## src/rtl/dev_bridge_pkg.sv

```systemverilog
// Shared types and constants for the N-channel CPU/peripheral bridge.
package dev_bridge_pkg;

  typedef enum logic [1:0] {
    ST_IDLE   = 2'd0,
    ST_ACCESS = 2'd1,
    ST_DONE   = 2'd2
  } bridge_state_t;

  localparam logic [2:0] DM_WORD   = 3'd0;
  localparam logic [2:0] DM_HALF_U = 3'd1;
  localparam logic [2:0] DM_HALF_S = 3'd2;
  localparam logic [2:0] DM_BYTE_U = 3'd3;
  localparam logic [2:0] DM_BYTE_S = 3'd4;

  localparam int HWIRQ_W = 6;

endpackage

```

## src/rtl/bridge_lane_align.sv

```systemverilog
// Combinational byte-lane logic: store-side enables/replication/alignment check
// and load-side lane select with zero/sign extension.
module bridge_lane_align
  import dev_bridge_pkg::*;
(
  input  logic [1:0]  i_wrOfs,
  input  logic [2:0]  i_wrMode,
  input  logic [31:0] i_wrData,
  output logic [3:0]  o_be,
  output logic [31:0] o_wrData,
  output logic        o_alignErr,
  input  logic [1:0]  i_rdOfs,
  input  logic [2:0]  i_rdMode,
  input  logic [31:0] i_rdData,
  output logic [31:0] o_rdData
);

  logic [15:0] w_half;
  logic [7:0]  w_byte;

  always_comb begin
    o_be       = 4'h0;
    o_wrData   = i_wrData;
    o_alignErr = 1'b0;
    case (i_wrMode)
      DM_WORD: begin
        o_be       = 4'hF;
        o_alignErr = (i_wrOfs != 2'b00);
      end
      DM_HALF_U, DM_HALF_S: begin
        o_be       = 4'b0011 << i_wrOfs;
        o_wrData   = {2{i_wrData[15:0]}};
        o_alignErr = i_wrOfs[0];
      end
      DM_BYTE_U, DM_BYTE_S: begin
        o_be     = 4'b0001 << i_wrOfs;
        o_wrData = {4{i_wrData[7:0]}};
      end
      default: ;
    endcase
  end

  always_comb begin
    w_half = i_rdOfs[1] ? i_rdData[31:16] : i_rdData[15:0];
    case (i_rdOfs)
      2'd0:    w_byte = i_rdData[7:0];
      2'd1:    w_byte = i_rdData[15:8];
      2'd2:    w_byte = i_rdData[23:16];
      default: w_byte = i_rdData[31:24];
    endcase
    case (i_rdMode)
      DM_HALF_U: o_rdData = {16'h0, w_half};
      DM_HALF_S: o_rdData = {{16{w_half[15]}}, w_half};
      DM_BYTE_U: o_rdData = {24'h0, w_byte};
      DM_BYTE_S: o_rdData = {{24{w_byte[7]}}, w_byte};
      default:   o_rdData = i_rdData;
    endcase
  end

endmodule

```

## src/rtl/dev_bridge_n.sv

```systemverilog
// N-channel CPU-to-peripheral bridge: address decode, access FSM, lane alignment, IRQ sync.
// Optional macro BRIDGE_TIMEOUT_EN adds a dead-device timeout in ACCESS.
module dev_bridge_n
  import dev_bridge_pkg::*;
#(
  parameter int                      NUM_DEV  = 6,
  parameter logic [NUM_DEV*32-1:0]   DEV_BASE = {NUM_DEV{32'h0}},
  parameter logic [NUM_DEV*32-1:0]   DEV_MASK = {NUM_DEV{32'hFFFFFFF0}},
  parameter int                      TIMEOUT  = 15
) (
  input  logic                    clk,
  input  logic                    sys_rstn,
  input  logic                    cpu_req,
  input  logic [31:0]             cpu_addr,
  input  logic                    cpu_we,
  input  logic [2:0]              dm_mode,
  input  logic [31:0]             cpu_wdata,
  output logic [31:0]             cpu_rdata,
  output logic                    cpu_ready,
  output logic                    cpu_stop,
  output logic                    bus_err,
  output logic [HWIRQ_W-1:0]      hwirq,
  output logic [NUM_DEV-1:0]      dev_sel,
  output logic                    dev_we,
  output logic [31:0]             dev_addr,
  output logic [3:0]              dev_be,
  output logic [31:0]             dev_wdata,
  input  logic [NUM_DEV*32-1:0]   dev_rdata,
  input  logic [NUM_DEV-1:0]      dev_ack,
  input  logic [NUM_DEV-1:0]      dev_irq
);

  bridge_state_t r_state, w_next;

  logic [31:0]        r_addr, r_wdata, r_rdata;
  logic               r_we, r_err;
  logic [2:0]         r_mode;
  logic [3:0]         r_be, r_chan;
  logic [HWIRQ_W-1:0] r_hwirq;

  logic               w_hit, w_alignErr, w_reqErr, w_selAck, w_timeout;
  logic [3:0]         w_idx, w_be;
  logic [31:0]        w_shWdata, w_selData, w_extData;
  logic [NUM_DEV-1:0] w_sel;
  logic [15:0]        w_irqPad;
  logic [HWIRQ_W-1:0] w_irq;

  // Descending scan so the lowest matching channel wins on overlapping windows.
  always_comb begin
    w_hit = 1'b0;
    w_idx = 4'd0;
    for (int i = NUM_DEV - 1; i >= 0; i--) begin
      if ((cpu_addr & DEV_MASK[32*i +: 32]) == DEV_BASE[32*i +: 32]) begin
        w_hit = 1'b1;
        w_idx = 4'(i);
      end
    end
  end

  always_comb begin
    w_sel     = '0;
    w_selData = 32'h0;
    w_selAck  = 1'b0;
    for (int i = 0; i < NUM_DEV; i++) begin
      if (r_chan == 4'(i)) begin
        w_sel[i]  = 1'b1;
        w_selData = dev_rdata[32*i +: 32];
        w_selAck  = dev_ack[i];
      end
    end
  end

  bridge_lane_align u_align (
    .i_wrOfs    (cpu_addr[1:0]),
    .i_wrMode   (dm_mode),
    .i_wrData   (cpu_wdata),
    .o_be       (w_be),
    .o_wrData   (w_shWdata),
    .o_alignErr (w_alignErr),
    .i_rdOfs    (r_addr[1:0]),
    .i_rdMode   (r_mode),
    .i_rdData   (w_selData),
    .o_rdData   (w_extData)
  );

  assign w_reqErr = !w_hit || w_alignErr || (dm_mode > DM_BYTE_S);

`ifdef BRIDGE_TIMEOUT_EN
  logic [7:0] r_cnt;

  assign w_timeout = (r_cnt == 8'(TIMEOUT));

  always_ff @(posedge clk or negedge sys_rstn) begin
    if (!sys_rstn) begin
      r_cnt <= 8'd0;
    end else if (r_state == ST_IDLE) begin
      r_cnt <= 8'd0;
    end else if (r_state == ST_ACCESS && !w_selAck && !w_timeout) begin
      r_cnt <= r_cnt + 8'd1;
    end
  end
`else
  assign w_timeout = 1'b0;
`endif

  always_ff @(posedge clk or negedge sys_rstn) begin
    if (!sys_rstn) r_state <= ST_IDLE;
    else           r_state <= w_next;
  end

  always_comb begin
    w_next = r_state;
    case (r_state)
      ST_IDLE:   if (cpu_req) w_next = w_reqErr ? ST_DONE : ST_ACCESS;
      ST_ACCESS: if (w_selAck || w_timeout) w_next = ST_DONE;
      default:   w_next = ST_IDLE;
    endcase
  end

  // Request fields are latched only for accesses that actually reach a device.
  always_ff @(posedge clk or negedge sys_rstn) begin
    if (!sys_rstn) begin
      r_addr  <= 32'h0;
      r_wdata <= 32'h0;
      r_rdata <= 32'h0;
      r_we    <= 1'b0;
      r_err   <= 1'b0;
      r_mode  <= DM_WORD;
      r_be    <= 4'h0;
      r_chan  <= 4'd0;
    end else begin
      case (r_state)
        ST_IDLE: begin
          if (cpu_req) begin
            r_err   <= w_reqErr;
            r_rdata <= 32'h0;
            if (!w_reqErr) begin
              r_addr  <= cpu_addr;
              r_wdata <= w_shWdata;
              r_we    <= cpu_we;
              r_mode  <= dm_mode;
              r_be    <= w_be;
              r_chan  <= w_idx;
            end
          end
        end
        ST_ACCESS: begin
          if (w_selAck) begin
            r_rdata <= r_we ? 32'h0 : w_extData;
            r_err   <= 1'b0;
          end else if (w_timeout) begin
            r_err <= 1'b1;
          end
        end
        default: ;
      endcase
    end
  end

  // Channels beyond the sixth share the top CPU interrupt line.
  always_comb begin
    w_irqPad                 = 16'(dev_irq);
    w_irq                    = w_irqPad[HWIRQ_W-1:0];
    w_irq[HWIRQ_W-1]         = w_irqPad[HWIRQ_W-1] | (|w_irqPad[15:HWIRQ_W]);
  end

  always_ff @(posedge clk or negedge sys_rstn) begin
    if (!sys_rstn) r_hwirq <= '0;
    else           r_hwirq <= w_irq;
  end

  assign hwirq     = r_hwirq;
  assign dev_sel   = (r_state == ST_ACCESS) ? w_sel : '0;
  assign dev_we    = (r_state == ST_ACCESS) && r_we;
  assign dev_be    = (r_state == ST_ACCESS) ? r_be : 4'h0;
  assign dev_addr  = r_addr;
  assign dev_wdata = r_wdata;
  assign cpu_ready = (r_state == ST_DONE);
  assign bus_err   = (r_state == ST_DONE) && r_err;
  assign cpu_rdata = (r_state == ST_DONE) ? r_rdata : 32'h0;
  assign cpu_stop  = ((r_state == ST_IDLE) && cpu_req) || (r_state == ST_ACCESS);

endmodule

```

## config.mk

```make
export PLATFORM = sky130hd
export DESIGN_NAME = dev_bridge_n
export DESIGN_NICKNAME = d
export VERILOG_FILES = /design/src/rtl/dev_bridge_pkg.sv /design/src/rtl/bridge_lane_align.sv /design/src/rtl/dev_bridge_n.sv
export SDC_FILE = /design/constraint.sdc
export NUM_CORES = 1
export LEC_CHECK = 0
export CORE_AREA = 2 2 153 155
export DETAILED_ROUTE_END_ITERATION = 16
export DIE_AREA = 0 0 155 157
export HOLD_SLACK_MARGIN = 0.03
export PLACE_DENSITY = 0.7
export SLEW_MARGIN = 20
export SYNTH_ARGS = -nofsm -noshare
export SYNTH_HDL_FRONTEND = slang
export SYNTH_HIERARCHICAL = 1
export SYNTH_SLANG_ARGS = --single-unit
export TNS_END_PERCENT = 30
```

## constraint.sdc

```tcl
create_clock -name clk -period 1.95 [get_ports clk]
set_input_delay 0.39 -clock clk [delete_from_list [all_inputs] [get_ports clk]]
set_output_delay 0.39 -clock clk [all_outputs]
set_load 0.05 [all_outputs]
```

Word-level counts from Yosys, hierarchy flattened:

Cells that the tools add are included.

* register bits: 113
* input port bits: 275
* output and inout port bits: 116
* logic and storage cells: 66

* eq/ne operators: 14
* bitwise gates (word level): 1
* magnitude comparators: 1
* reductions and logical operators: 18
* shift-type cells: 2
* multiplexer cells: 21

Operators with widths (count)
* $mux W32: 4
* $pmux W32 S2: 2
* $pmux W32 S4: 1
* $logic_not A32 Y1: 1
* $pmux W8 S3: 1
* $mux W16: 1
* $eq A3 B2 Y1 const B: 4
* $pmux W4 S3: 1
* $eq A3 B1 Y1 const B: 2
* $eq A3 B3 Y1 const B: 2
* $mux W2: 3
* $reduce_and A3 Y1: 2
* $eq A2 B1 Y1 const B: 2
* $eq A2 B2 Y1 const B: 2
* $logic_not A2 Y1: 2
* $mux W1: 4
* $mux W4: 1
* $ne A2 B2 Y1 const B: 2
* $pmux W1 S2: 2
* $pmux W2 S2: 1
* $reduce_bool A2 Y1: 2
* $reduce_or A2 Y1: 2
* $shl A1 B2 Y4 const A: 1
* $shl A2 B2 Y4 const A: 1
* other kinds (7): 11

Longest topological paths before layout:

* depth after elaboration: 8
* mapped depth: 9
* gate-level depth less buffers: 8

Modules after synthesis:

Netlist, hierarchy kept.

Modules (own cells, without submodules)
* dev_bridge_n: cells an instance 373, area an instance 4451.8 sq um, times used 1, seq. area each 2827.7 sq um
* bridge_lane_align: cells an instance 291, area an instance 1881.8 sq um, times used 1, seq. area each 0.0 sq um

Worst setup path after synthesis:

OpenSTA, ideal clock, no wires.

* kind: input -> register
* start: input port dm_mode[2]
* end: register r_addr[0] (netlist: dev_addr[0])
* required time: 1.825 ns
* arrival: 2.223 ns
* stages on the path: 8
* setup time: 0.125 ns
* path buffers: 3
* path slack: -0.398 ns
* cell sequence: buf_2 buf_1 a21oi_1 nor4_1 nand4_1 nor4_4 buf_6 mux2_2

* cells in the longest elaborated chain, start to end: 7
* elaborated cells between the ends (all ways): 10
* classes of those cells: 1 x order compare; 2 x eq/ne; 1 x mux; 1 x bitwise; 5 x reduce/logical

RTL lines
* from (decl): line dev_bridge_n.sv:16 `input logic [2:0] dm_mode,`
* $eq A3 B1 Y1 / $eq A3 B2 Y1 (equally long branches): line bridge_lane_align.sv:25 `case (i_wrMode)`
* $reduce_or A2 Y1: line bridge_lane_align.sv:25
* $pmux W1 S2 *: line bridge_lane_align.sv:25
* via w_alignErr: line dev_bridge_n.sv:41 `logic w_hit, w_alignErr, w_reqErr, w_selAck, w_timeout;`
* $logic_or A1 B1 Y1 * (2 in series): line dev_bridge_n.sv:86 `assign w_reqErr = !w_hit || w_alignErr || (dm_mode > DM_BYTE_S);`
* $not A1 Y1 (no source line) *
* $reduce_and A3 Y1 (no source line) *
* to (signal assigned): line dev_bridge_n.sv:138 `r_addr <= cpu_addr;`
* to (decl): line dev_bridge_n.sv:35 `logic [31:0] r_addr, r_wdata, r_rdata;`

Mark *: on every way through the listed nets, which the timed path passes. The rest lies on a longest branch.
A chain may end at the register's enable or synchronous reset.

Worst setup path in the final report:

* start: input port cpu_addr[4]
* end: register r_wdata[22] (netlist: dev_wdata[22])

* cells in the longest elaborated chain, start to end: 7

RTL lines
* from (decl): line dev_bridge_n.sv:14 `input logic [31:0] cpu_addr,`
* $logic_not A32 Y1: line dev_bridge_n.sv:53 `if ((cpu_addr & DEV_MASK[32*i +: 32]) == DEV_BASE[32*i +: 32]) begin`
* $mux W1: line dev_bridge_n.sv:53
* $logic_not A1 Y1: line dev_bridge_n.sv:86
* $logic_or A1 B1 Y1 (2 in series): line dev_bridge_n.sv:86
* $not A1 Y1 (no source line)
* $reduce_and A3 Y1 (no source line)
* to (signal assigned): line dev_bridge_n.sv:139 `r_wdata <= w_shWdata;`
* to (decl): line dev_bridge_n.sv:35

No other way between the ends.

==> run summary <==
status -> finished with violations
failing checks -> setup timing
Placement Setup Slack -> -816.0 ps
Static Leakage -> 0.005067 uW
Worst EP required -> 2250 ps
WL met3 -> 2.182 mm
WL met2 -> 10.68 mm
most common cell after layout, fill and taps aside -> nand2_1
Cell Area, Placed -> 9478 um^2
via density per instance -> 5.010
Top Ports -> 391
global route total overflow -> 0
relative slew slack -> 61.31%
Final HPWL DP -> 15.22 mm
share of cells above drive strength 1 -> 29.14%
TritonCTS clock tree -> built
crit share post-route -> 100.9%
RSZ-0062 raised after global routing -> true
async set-reset flop share out of synthesis -> 100.0%
antenna violations before repair -> 0
final setup vio count -> 13
post-layout min period -> 1968 ps
I/O Buffers -> 220
area delta synth->final -> 68.49%
M1 WL -> 9.104 mm
clock root buffer -> clkbuf_16
ANT cells -> 0
crit path max fanout -> 6
Syn Inst Count -> 664
CP endpoint kind -> flop
crit path DAT -> 2270 ps
Initial Util -> 28.15%
Crit Path Class -> input pin to flop
per-cell routed wire length -> 18.32 um
final WL -> 22.57 mm
Clk Latency, worst-skew pair -> 420 ps
clk_skew -> 6.899 ps
Final nets -> 1209
Highest Signal Layer -> met4
Vias -> 6172
H-tree depth -> 4
Synth cell types -> 45
Die Wd -> 155 um
Reg clk slew, reported paths -> 60 ps
#FFs+latches synth -> 113
Die Height -> 157 um
Hold Crit Class -> input pin to flop
DR iter-0 viols -> 394
clk buf depth -> 2
Max Slew Vio Count -> 0
most frequent cells in the layout -> 113 x nand2_1, 111 x dfrtp_1, 81 x buf_4
fin cells -> 1232
Synth Cell Area -> 6334 um^2
CP dominant cell by count -> buf_12
First-pass DRT Iterations -> 5
Yosys warning total -> 6
CP Cell Sequence -> dlygate4sd2_1 -> nor4_2 -> nand4_1 -> nor4_4 -> buf_4 -> buf_12 -> buf_12 -> mux2_4
Final ANT Viol Nets -> 0
Die ar. -> 24340 um^2
FMAX -> 508.1 MHz
global-route wire length before repair -> 35.12 mm
Total GRT Usage -> 18.66%
Crit-path slowest cell -> nor4_4
core area -> 22500 um^2
Fin Setup TNS -> -153.5 ps
Pwr per Cell Area -> 616.1 nW/um^2
sequential area share after synthesis -> 44.65%
Cell Count Post-Placement -> 1170
CP peak stage delay -> 350 ps
TritonCTS Sinks -> 113
Max Cap Violations -> 0
Final Hold Viols -> 0
Worst setup SP type -> input pin
row cnt -> 55
ys flop type -> dfrtp_1
Worst VDD drop -> 0.0005234 V
Least-Margin Pin Slew -> 578.2 ps
drt drc -> 0
CTS buffer count -> 17
largest net degree at the start of global routing -> 67
Final GP Congestion -> 0.8864
Final Util -> 47.42%
post-route cell area -> 10670 um^2
number of synthesized flops with an enable pin -> 0
Layout fillers -> 2055
syn_area_per_cell -> 9.539 um^2
Setup WS post-layout -> -18.18 ps
vias in the first global route -> 6472
metal layers:
| metal | global-route usage, % | vias up |
|---|---|---|
| li1 | - | 2838 |
| met1 | 22.67 | 2953 |
| met2 | 30.67 | 330 |
| met3 | 5.754 | 51 |
| met4 | 8.069 | 0 |
| met5 | 0 | - |
power breakdown:
part / total [uW] / switching (uW) / internal, uW / leakage, uW
Combinational: 861 / 441 / 420 / 0.00320
Sequential: 2360 / 4.35 / 2360 / 0.00156
Clock: 3350 / 1300 / 2050 / 0.000305
state kept, by name, indices dropped and copies added, names as in the netlist:
signal     count
r_rdata       32
hwirq          6
dev_addr      32
r_err          1
r_mode         3
r_we           1
dev_wdata     32
r_state        2
r_be           4
cells by family after synthesis:
logic type	Yosys count	share of synthesized area [%]
AO/OA/AOI/OAI	149	15.01
XOR/XNOR	3	0.4149
adder cells (fa/ha/maj)	1	0.1580
buffers and inverters	81	6.598
flip-flops	113	44.65
multiplexers	70	14.11
other	1	0.05921
AND/OR/NAND/NOR	246	19.00
final cells by class:
class	instances	area (um^2)	area share [%]
repair buffers	306	3447	32.30
well taps	285	356.6	3.342
clock buffers	17	425.4	3.986
flip-flops and latches	113	2830	26.52
multi-input cells	474	3327	31.18
clock inverters	15	197.7	1.853
inverters	22	87.58	0.8207
worst paths after layout:
path | from | to | slack (ps) | cells after the start
max | cpu_addr[4] | dev_wdata[22]$_DFFE_PN0P_ | -20 | 8
min | cpu_addr[0] | dev_addr[0]$_DFFE_PN0P_ | 370 | 3
max reg2reg | r_state[0]$_DFFE_PN0P_ | dev_wdata[22]$_DFFE_PN0P_ | 50 | 7
min reg2reg | r_rdata[18]$_DFFE_PN0P_ | r_rdata[18]$_DFFE_PN0P_ | 470 | 2
max in group asynchronous | sys_rstn | r_state[0]$_DFFE_PN0P_ | 820 | 3
min in group asynchronous | sys_rstn | dev_addr[9]$_DFFE_PN0P_ | 480 | 2
critical path: cells and delay by family:
| kind | cells | cell delay [ps] |
|---|---|---|
| buf+inv | 4 | 710 |
| mux | 1 | 300 |
| simple gates | 3 | 860 |
synth_stat cells (all sizes together) (2+ instances only):
| master | n | area, um^2 |
|---|---|---|
| nor2 | 27 | 101.4 |
| xnor2 | 2 | 17.52 |
| a21oi | 24 | 120.1 |
| inv | 22 | 82.58 |
| nor3 | 2 | 10.01 |
| clkbuf | 27 | 101.4 |
| o21ai | 51 | 255.2 |
| nand2b | 6 | 37.54 |
| mux4 | 8 | 206.5 |
| o22ai | 32 | 200.2 |
| nand2 | 114 | 427.9 |
| nor2b | 44 | 275.3 |
| nor4 | 7 | 58.81 |
| o32ai | 9 | 78.83 |
| mux2i | 9 | 90.09 |
| o311ai | 2 | 17.52 |
| o2bb2ai | 2 | 17.52 |
| mux2 | 53 | 596.8 |
| or2 | 2 | 12.51 |
| a2bb2oi | 2 | 17.52 |
| a221o | 5 | 55.05 |
| o21a | 9 | 67.56 |
| dfrtp | 113 | 2828 |
| and2 | 40 | 252.7 |
| a221oi | 8 | 70.07 |
| buf | 32 | 234.0 |
metrics by stage:
| step | power (uW) | hold WS (ps) |
|---|---|---|
| 6_report | 6575 | 365.8 |
| 5_1_grt | 6817 | 361.5 |
| 4_1_cts | 6632 | 340.0 |
| 3_5_place_dp | 3221 | 397.5 |
| 3_3_place_gp | 3214 | 395.1 |
| 2_1_floorplan | 2746 | 94.41 |
what timing repair did:
item	4_1_cts	5_1_grt
gates resized for setup	160	24
setup endpoints to repair	161	112
cloned	7	0
hold endpoints to repair	32	0
pin swaps	14	9
hold buffers	1	0
buffers inserted	26	1
No activity file was read; power rests on OpenSTA's default activity.
